`src/rtl/iicmb_wb_sequencer.sv`:
```
// Wishbone master that runs complete I2C transactions on an iicmb_m_wb controller:
// bus select (cached), START, address, data bytes, STOP, then a completion status.
module iicmb_wb_sequencer #(
  parameter int WB_ADDR_WIDTH  = 2,
  parameter int WB_DATA_WIDTH  = 8,
  parameter int NUM_I2C_BUSES  = 1,
  parameter int BUS_ID_WIDTH   = 4,
  parameter int I2C_ADDR_WIDTH = 7,
  parameter int LEN_WIDTH      = 8,
  parameter int USE_IRQ        = 1
) (
  input  logic                      clk_i,
  input  logic                      rst_i,
  input  logic                      req_valid_i,
  output logic                      req_ready_o,
  input  logic [BUS_ID_WIDTH-1:0]   req_bus_i,
  input  logic [I2C_ADDR_WIDTH-1:0] req_addr_i,
  input  logic                      req_rnw_i,
  input  logic [LEN_WIDTH-1:0]      req_len_i,
  input  logic                      wdata_valid_i,
  input  logic [7:0]                wdata_i,
  output logic                      wdata_ready_o,
  output logic                      rdata_valid_o,
  output logic [7:0]                rdata_o,
  input  logic                      rdata_ready_i,
  output logic                      done_o,
  output logic [1:0]                status_o,
  output logic                      cyc_o,
  output logic                      stb_o,
  output logic                      we_o,
  output logic [WB_ADDR_WIDTH-1:0]  adr_o,
  output logic [WB_DATA_WIDTH-1:0]  dat_o,
  input  logic [WB_DATA_WIDTH-1:0]  dat_i,
  input  logic                      ack_i,
  input  logic                      irq_i
);

  if ((2 ** BUS_ID_WIDTH) < NUM_I2C_BUSES) begin : g_bad_bus_width
    $error("BUS_ID_WIDTH too narrow for NUM_I2C_BUSES");
  end

  typedef enum logic [3:0] {
    S_ENABLE, S_IDLE, S_SETBUS_CMD, S_START, S_ADDR, S_ADDR_CMD, S_WWAIT, S_WCMD,
    S_RCMD, S_RDPR, S_RHOLD, S_STOP, S_REPORT, S_BUS, S_GAP, S_WAIT
  } state_t;

  // What to do once the current Wishbone access has been acknowledged.
  typedef enum logic [1:0] {K_PLAIN, K_CMD, K_STAT, K_DATA} kind_t;

  localparam logic [WB_ADDR_WIDTH-1:0] A_CSR  = WB_ADDR_WIDTH'(0);
  localparam logic [WB_ADDR_WIDTH-1:0] A_DPR  = WB_ADDR_WIDTH'(1);
  localparam logic [WB_ADDR_WIDTH-1:0] A_CMDR = WB_ADDR_WIDTH'(2);

  state_t                    state, ret;
  kind_t                     kind;
  logic [2:0]                cmd;
  logic [BUS_ID_WIDTH-1:0]   bus_q, cache_bus;
  logic                      cache_ok;
  logic [I2C_ADDR_WIDTH-1:0] addr_q;
  logic                      rnw_q;
  logic [LEN_WIDTH-1:0]      cnt;
  logic [1:0]                stat;
  logic [WB_DATA_WIDTH-1:0]  rd;

  task automatic launch(input logic [WB_ADDR_WIDTH-1:0] a, input logic w,
                        input logic [WB_DATA_WIDTH-1:0] d, input kind_t k, input state_t r);
    cyc_o <= 1'b1;
    stb_o <= 1'b1;
    we_o  <= w;
    adr_o <= a;
    dat_o <= d;
    kind  <= k;
    ret   <= r;
    state <= S_BUS;
  endtask

  task automatic command(input logic [2:0] c, input state_t r);
    cmd <= c;
    launch(A_CMDR, 1'b1, WB_DATA_WIDTH'(c), K_CMD, r);
  endtask

  always_ff @(posedge clk_i) begin
    if (rst_i) begin
      state         <= S_ENABLE;
      ret           <= S_IDLE;
      kind          <= K_PLAIN;
      cmd           <= '0;
      bus_q         <= '0;
      cache_bus     <= '0;
      cache_ok      <= 1'b0;
      addr_q        <= '0;
      rnw_q         <= 1'b0;
      cnt           <= '0;
      stat          <= '0;
      rd            <= '0;
      req_ready_o   <= 1'b0;
      wdata_ready_o <= 1'b0;
      rdata_valid_o <= 1'b0;
      rdata_o       <= '0;
      done_o        <= 1'b0;
      status_o      <= '0;
      cyc_o         <= 1'b0;
      stb_o         <= 1'b0;
      we_o          <= 1'b0;
      adr_o         <= '0;
      dat_o         <= '0;
    end else begin
      done_o        <= 1'b0;
      wdata_ready_o <= 1'b0;
      case (state)
        S_ENABLE: launch(A_CSR, 1'b1, WB_DATA_WIDTH'(8'hC0), K_PLAIN, S_IDLE);
        S_IDLE: if (req_valid_i && req_ready_o) begin
          req_ready_o <= 1'b0;
          bus_q       <= req_bus_i;
          addr_q      <= req_addr_i;
          rnw_q       <= req_rnw_i;
          cnt         <= req_len_i;
          stat        <= 2'b00;
          if (cache_ok && cache_bus == req_bus_i) command(3'd4, S_ADDR);
          else launch(A_DPR, 1'b1, WB_DATA_WIDTH'(req_bus_i), K_PLAIN, S_SETBUS_CMD);
        end
        S_SETBUS_CMD: command(3'd6, S_START);
        S_START:      command(3'd4, S_ADDR);
        S_ADDR:       launch(A_DPR, 1'b1, WB_DATA_WIDTH'({addr_q, rnw_q}), K_PLAIN, S_ADDR_CMD);
        S_ADDR_CMD:   command(3'd1, (cnt == '0) ? S_STOP : (rnw_q ? S_RCMD : S_WWAIT));
        S_WWAIT: if (wdata_valid_i) begin
          wdata_ready_o <= 1'b1;
          launch(A_DPR, 1'b1, WB_DATA_WIDTH'(wdata_i), K_PLAIN, S_WCMD);
        end
        S_WCMD: begin
          cnt <= cnt - 1'b1;
          command(3'd1, (cnt == LEN_WIDTH'(1)) ? S_STOP : S_WWAIT);
        end
        S_RCMD: begin
          cnt <= cnt - 1'b1;
          command((cnt == LEN_WIDTH'(1)) ? 3'd3 : 3'd2, S_RDPR);
        end
        S_RDPR: launch(A_DPR, 1'b0, '0, K_DATA, S_RHOLD);
        // Next command waits until the consumer has taken the byte.
        S_RHOLD: if (rdata_ready_i) begin
          rdata_valid_o <= 1'b0;
          state         <= (cnt == '0) ? S_STOP : S_RCMD;
        end
        S_STOP: command(3'd5, S_REPORT);
        S_REPORT: begin
          done_o      <= 1'b1;
          status_o    <= stat;
          req_ready_o <= 1'b1;
          state       <= S_IDLE;
        end
        S_BUS: if (ack_i) begin
          cyc_o <= 1'b0;
          stb_o <= 1'b0;
          we_o  <= 1'b0;
          rd    <= dat_i;
          state <= S_GAP;
        end
        S_GAP: case (kind)
          K_PLAIN: begin
            state <= ret;
            if (ret == S_IDLE) req_ready_o <= 1'b1;
          end
          K_CMD: begin
            if (USE_IRQ != 0) state <= S_WAIT;
            else launch(A_CMDR, 1'b0, '0, K_STAT, ret);
          end
          K_STAT: begin
            if (rd[5]) begin
              stat  <= 2'b10;
              state <= S_REPORT;
            end else if (rd[4]) begin
              stat     <= 2'b11;
              cache_ok <= 1'b0;
              state    <= S_REPORT;
            end else if (rd[6]) begin
              stat  <= 2'b01;
              state <= (cmd == 3'd5) ? S_REPORT : S_STOP;
            end else if (rd[7]) begin
              state <= ret;
              if (cmd == 3'd6) begin
                cache_ok  <= 1'b1;
                cache_bus <= bus_q;
              end
            end else if (USE_IRQ != 0) begin
              state <= S_WAIT;
            end else begin
              launch(A_CMDR, 1'b0, '0, K_STAT, ret);
            end
          end
          default: begin
            rdata_o       <= rd[7:0];
            rdata_valid_o <= 1'b1;
            state         <= ret;
          end
        endcase
        S_WAIT: if (irq_i) launch(A_CMDR, 1'b0, '0, K_STAT, ret);
        default: state <= S_IDLE;
      endcase
    end
  end

endmodule

```
`config.mk`:
```
export PLATFORM = sky130hd
export DESIGN_NAME = iicmb_wb_sequencer
export DESIGN_NICKNAME = d
export VERILOG_FILES = /design/src/rtl/iicmb_wb_sequencer.sv
export SDC_FILE = /design/constraint.sdc
export NUM_CORES = 1
export LEC_CHECK = 0
export ABC_CLOCK_PERIOD_IN_PS = 4000
export CORE_ASPECT_RATIO = 1.25
export CORE_MARGIN = 4
export CORE_UTILIZATION = 35
export CTS_CLUSTER_SIZE = 25
export DETAILED_ROUTE_END_ITERATION = 10
export HOLD_SLACK_MARGIN = 0.05
export PLACE_DENSITY_LB_ADDON = 0.1
export REMOVE_ABC_BUFFERS = 1
export SYNTH_ARGS = -nofsm -noshare
export SYNTH_HDL_FRONTEND = slang
export SYNTH_SLANG_ARGS = --single-unit
```
`constraint.sdc`:
```
create_clock -name clk_i -period 4 [get_ports clk_i]
set_input_delay 1 -clock clk_i [delete_from_list [all_inputs] [get_ports clk_i]]
set_output_delay 1 -clock clk_i [all_outputs]
set_load 0.01 [all_outputs]
```
[Yosys cells after proc, flatten, opt, wreduce, memory -nomap -nowiden]
Index checks and enable logic that the tools add are counted.
Word-level totals
  flip-flop bits (word level): 74
  input port bits: 43
  output and inout port bits: 27
Cells by class
  add/subtract/negate cells: 1
  equal/unequal tests: 34
  muxes and demuxes: 66
  bitwise gates (word level): 5
  reduce and logical (&&, ||, !) cells: 44
Operators with widths (number)
  8-bit case mux with 11 select lines: 1
  4-bit 2-to-1 mux: 15
  4-bit case mux with 11 select lines: 1
  4-bit equality test, second input constant: 8
  8-bit 2-to-1 mux: 4
  4-bit case mux with 8 select lines: 1
  2-bit 2-to-1 mux: 12
  2-bit case mux with 6 select lines: 2
  6-bit nonzero test: 4
  11-bit nonzero test: 2
  2-bit != test, second input constant: 10
  4-bit AND reduction: 5
  1-bit 2-to-1 mux: 18
  3-bit case mux with 6 select lines: 1
  4-bit by 3-bit equality test with 1-bit output, second input constant: 4
  8-bit case mux with 2 select lines: 1
  5-bit AND reduction: 3
  3-bit 2-to-1 mux: 4
  2-bit nonzero test: 5
  2-bit OR reduction: 5
  3-bit AND reduction: 3
  9-bit OR reduction: 1
  4-bit by 1-bit equality test with 1-bit output, second input constant: 2
  4-bit by 2-bit equality test with 1-bit output, second input constant: 2
  27 further kinds: 36

[Logic depth before layout (Yosys ltp)]
  depth after elaboration: 7
  mapped depth: 7
  gate-level depth less buffers: 7

[Least setup slack after synthesis]
OpenSTA, ideal clock, no wires.
  path kind: in2reg
  from: input port irq_i
  to: register state[2]
  arrival: 2027 ps
  required time: 3909 ps
  path slack: 1882 ps
  stages: 5
  cell sequence: and3b_1 > o21ba_2 > nor4_2 > nor2_1 > a311oi_1
On the way
  word-level cells in the longest chain between the ends: 2
RTL lines
  from (decl): RTL line 35  | input logic irq_i
  2-bit != test (no line)
  5-bit AND reduction (no line)
  to (signal assigned): RTL line 142  | state <= (cnt == '0) ? S_STOP : S_RCMD;
  to (signal assigned): RTL line 160  | state <= ret;
  to (signal assigned): RTL line 177  | state <= (cmd == 3'd5) ? S_REPORT : S_STOP;
  to (decl): RTL line 54  | state_t state, ret;
No other way between the ends.
A chain may end at the register's enable or synchronous reset.

[Final worst setup path]
  from: input port irq_i
  to: register dat_o[2]
On the way
  word-level cells in the longest chain between the ends: 2
RTL lines
  2-bit != test (no line)
  4-bit AND reduction (no line)
  to (signal assigned): RTL line 106  | dat_o <= '0;
  to (decl): RTL line 32  | output logic [WB_DATA_WIDTH-1:0] dat_o,
No other way between the ends.

==> results.txt <==
----------------------------------------------------
[Outcome]
  Outcome ... complete, no violations

[Floorplan]
  Total die area ... between 10000 and 15000 um^2
  Height of the die ... between 100 and 150 um
  Area of the placeable core ... about 11000 um^2
  Starting utilization of the core area ... a little over a third
  Ports ... 70
  Number of cell rows ... 42
  Die extent in x ... 102 um

[Detailed routing]
  Average vias per placed instance ... 5.52
  Routed wire length ... 11.8 mm
  Via count of the routed design ... roughly 3700
  Number of iterations in the first detailed-routing pass ... 4
  Routed wirelength normalized by instance count ... approximately 18 um
  Iter 0 DRT Violations ... 180
  Post-route antenna net violation count ... 0
  DRC errors left ... 0

[Pwr]
  Share of total power consumed by net switching ... roughly 28%
  Max IR drop VDD ... between 0.0002 and 0.00025 V
  Part of the total power dissipated in combinational logic ... roughly 19%
  LEAKAGE ... 1.82 nW
  Relative contribution of sequential cells to total power ... about two fifths
  Power consumption ... 2.15 mW
  Power Internal ... 1.54 mW
  Total net switching power ... slightly above 0.6 mW
  Power density normalized to cell area ... 430 nW/um^2
  Clock share of power ... 42.3%

[Place]
  Buffers added on ports ... slightly below 70
  Placed wire-length estimate ... between 8 and 9 mm
  Routability cong. ... 0.864

[Setup path]
  CP Class ... input port to flop
  Startpoint types ... input port
  Worst Path Required ... between 4000 and 5000 ps
  Worst endpoint data arrival time ... 2890 ps
  Kind of capture point of the worst setup path ... flop
  Crit-path max FO ... 11

[Clock tree]
  Latest clock arrival within the worst-skew pair ... 340 ps
  Buffers inserted by post-CTS timing repair ... 0
  Buffer depth of the longest clock path ... 2
  Cts hold-fix bufs ... 0
  Number of buffers created by CTS ... 9
  Number of sinks on the clock net ... 74
  TritonCTS clock tree ... yes
  Post-CTS sizing ... 0
  Total number of H-tree levels ... 3
  Root buffer cell ... sky130_fd_sc_hd__clkbuf_16
  Clock-pin transition on the worst setup and hold timing paths ... about 60 ps

[Timing]
  Max transition margin ... approximately 46%
  Count of final setup violators ... 0
  WHS ... roughly 450 ps
  Final hold violation count ... 0
  Clock Skews ... approximately 5.4 ps
  Setup repair after global routing missed its margin ... false
  Final TNS setup ... 0 ps
  Max Fclk ... ~380 MHz
  Final critical-path required period ... about 2600 ps
  Measured slew at the worst slew-check pin ... a little over 800 ps
  Max Slew Vio Count ... 0
  Post-route clock period utilization ... 66.1%

[Synth]
  Synth Area in XOR/XNOR ... under 10%
  Library cell occupying the most area in the post-synthesis netlist ... sky130_fd_sc_hd__dfxtp_1
  Area share of and/or/nand/nor cells after synthesis ... about a quarter
  Multiplexer share of the synthesized area ... approximately 5.5%
  Avg Inst Size Synth ... 8.33 um^2
  Gate count of the mapped netlist ... 469
  Adder-cell share of the synthesized area ... under 10%
  Top cell type's share of synthesized area ... a little under two fifths
  Post-synth EDFFs ... 0
  Most area-consuming cells after synthesis ... sky130_fd_sc_hd__dfxtp_1 38%, sky130_fd_sc_hd__nand2_1 6.4%, sky130_fd_sc_hd__a21oi_1 6.2%
  Dominant register cell in the synthesized netlist ... sky130_fd_sc_hd__dfxtp_1
  Cell area after synthesis ... just under 4000 um^2
  Sequential element share of the synthesized area ... 37.9%
  Warnings, synthesis ... 0
  Number of distinct library cells after synthesis ... 76
  Yosys reg bits ... 74
  Async S/R FF share, synth ... 0%
  Compound-gate portion of the synthesized area ... 22.5%
  Combinational family with the most area after synthesis ... simple AND/OR/NAND/NOR gates

[Global routing]
  Global-route congestion overflow total ... 0
  Wire length of the first global-routing pass ... 18.6 mm
  Number of antenna violations at the first check in global routing ... 0
  Vias in the first global route ... 3546
  Pin count of the biggest net entering global routing ... 65
  Total track usage ... between 10% and 20%

[Final layout]
  Area added between synthesis and finish ... 28.3%
  # diodes ... 0
  Layout cells sized above 1 ... about a tenth
  Count of filler cells inserted in the layout ... 1085
  Net count, final ... a little under 600

[Job]
  Max-cap violations ... 0

[Worst hold path]
  Worst Hold Class ... flop to flop

----------------------------------------------------
-- Yosys cell counts, drive strengths merged (3+ instances only) --
master and n:
xor2 3, a31oi 9, nand2 69, a22oi 5, a21oi 49, a211oi 7
nor3 12, buf 18, nand2b 7, dfxtp 74, a311oi 5, nor2b 5
mux2 4, nor2 42, a221oi 4, nand3 17, inv 13, nor3b 3
mux2i 17, o21ai 18, o211ai 5, nand4 5, ha 7, nor4 3
and2 8, clkbuf 12
-- state kept, by name, indices dropped and copies added, names as in the netlist, 3 cells and up --
name and cells:
addr_q 7, rdata_o 8, state 4, bus_q 4, ret 4, cnt 8
cache_bus 4, rd 8, cmd 3, dat_o 8
-- cell families after synthesis --
kind of cell,after synthesis
XOR/XNOR,5
buffers and inverters,43
flip-flops,74
adder cells (fa/ha/maj),7
AND/OR/NAND/NOR,188
multiplexers,21
AO/OA/AOI/OAI,131
-- cells in the final DEF, fill, tap and decap left out, drive strengths merged, types with 12 or more instances in the layout --
cell           netlist  routed
nor2                42      42
nor3                12      12
a21oi               49      49
nand3               17      17
dfxtp               74      74
clkdlybuf4s50        0      68
nand2               69      69
o21ai               18      18
mux2i               17      17
inv                 13      14
-- cell type report --
cell class | count | area [um^2] | area share, %
clock buffers | 11 | 253 | 5.04
repair buffers | 79 | 761 | 15.2
multi-input cells | 352 | 2220 | 44.2
flip-flops and latches | 74 | 1480 | 29.6
well taps | 132 | 165 | 3.30
clock inverters | 5 | 85.1 | 1.70
inverters | 13 | 48.8 | 0.974
-- metrics by stage --
stage               worst slack [ps]  utilization, %  cells  cell area, um^2
floorplan                       1600               -    439             3750
global placement                1020            43.4    650             4670
detailed placement               999            43.4    650             4670
CTS                             1360            46.5    666             5010
global route                    1130            46.5    666             5010
finish                          1360            46.5    666             5010
-- power groups by stage --
| stage | combinational, mW | clock [mW] | sequential, mW |
|---|---|---|---|
| detailed placement | 0.416 | 0 | 0.841 |
| floorplan | 0.225 | 0 | 0.846 |
| finish | 0.417 | 0.911 | 0.825 |
| CTS | 0.418 | 0.932 | 0.824 |
| global route | 0.456 | 0.967 | 0.831 |
| global placement | 0.414 | 0 | 0.840 |
-- path summary, 6_finish.rpt --
kind / start / to / slack, ps / cells after the start
worst max register to register: state[0] / cmd[2] / 1370 / 4
worst max-delay path: irq_i / dat_o[2] / 1360 / 6
worst min-delay path: stat[1] / status_o[1] / 450 / 2
worst min register to register: stat[1] / status_o[1] / 450 / 2
-- layer usage --
layer / GRT usage (%) / wire (um)
met1: 22.9 / 5030
met2: 30.9 / 5940
met3: 2.54 / 497
met4: 8.03 / 301
met5: 0 / 0
-- worst max-delay path, cell delays in order --
cell and delay (ps):
sky130_fd_sc_hd__clkdlybuf4s50_1 460, sky130_fd_sc_hd__and3b_1 180, sky130_fd_sc_hd__o21ba_2 240, sky130_fd_sc_hd__nor3_2 550
sky130_fd_sc_hd__nand2_1 180, sky130_fd_sc_hd__o32ai_1 280
(Power assumes the default switching activity.)
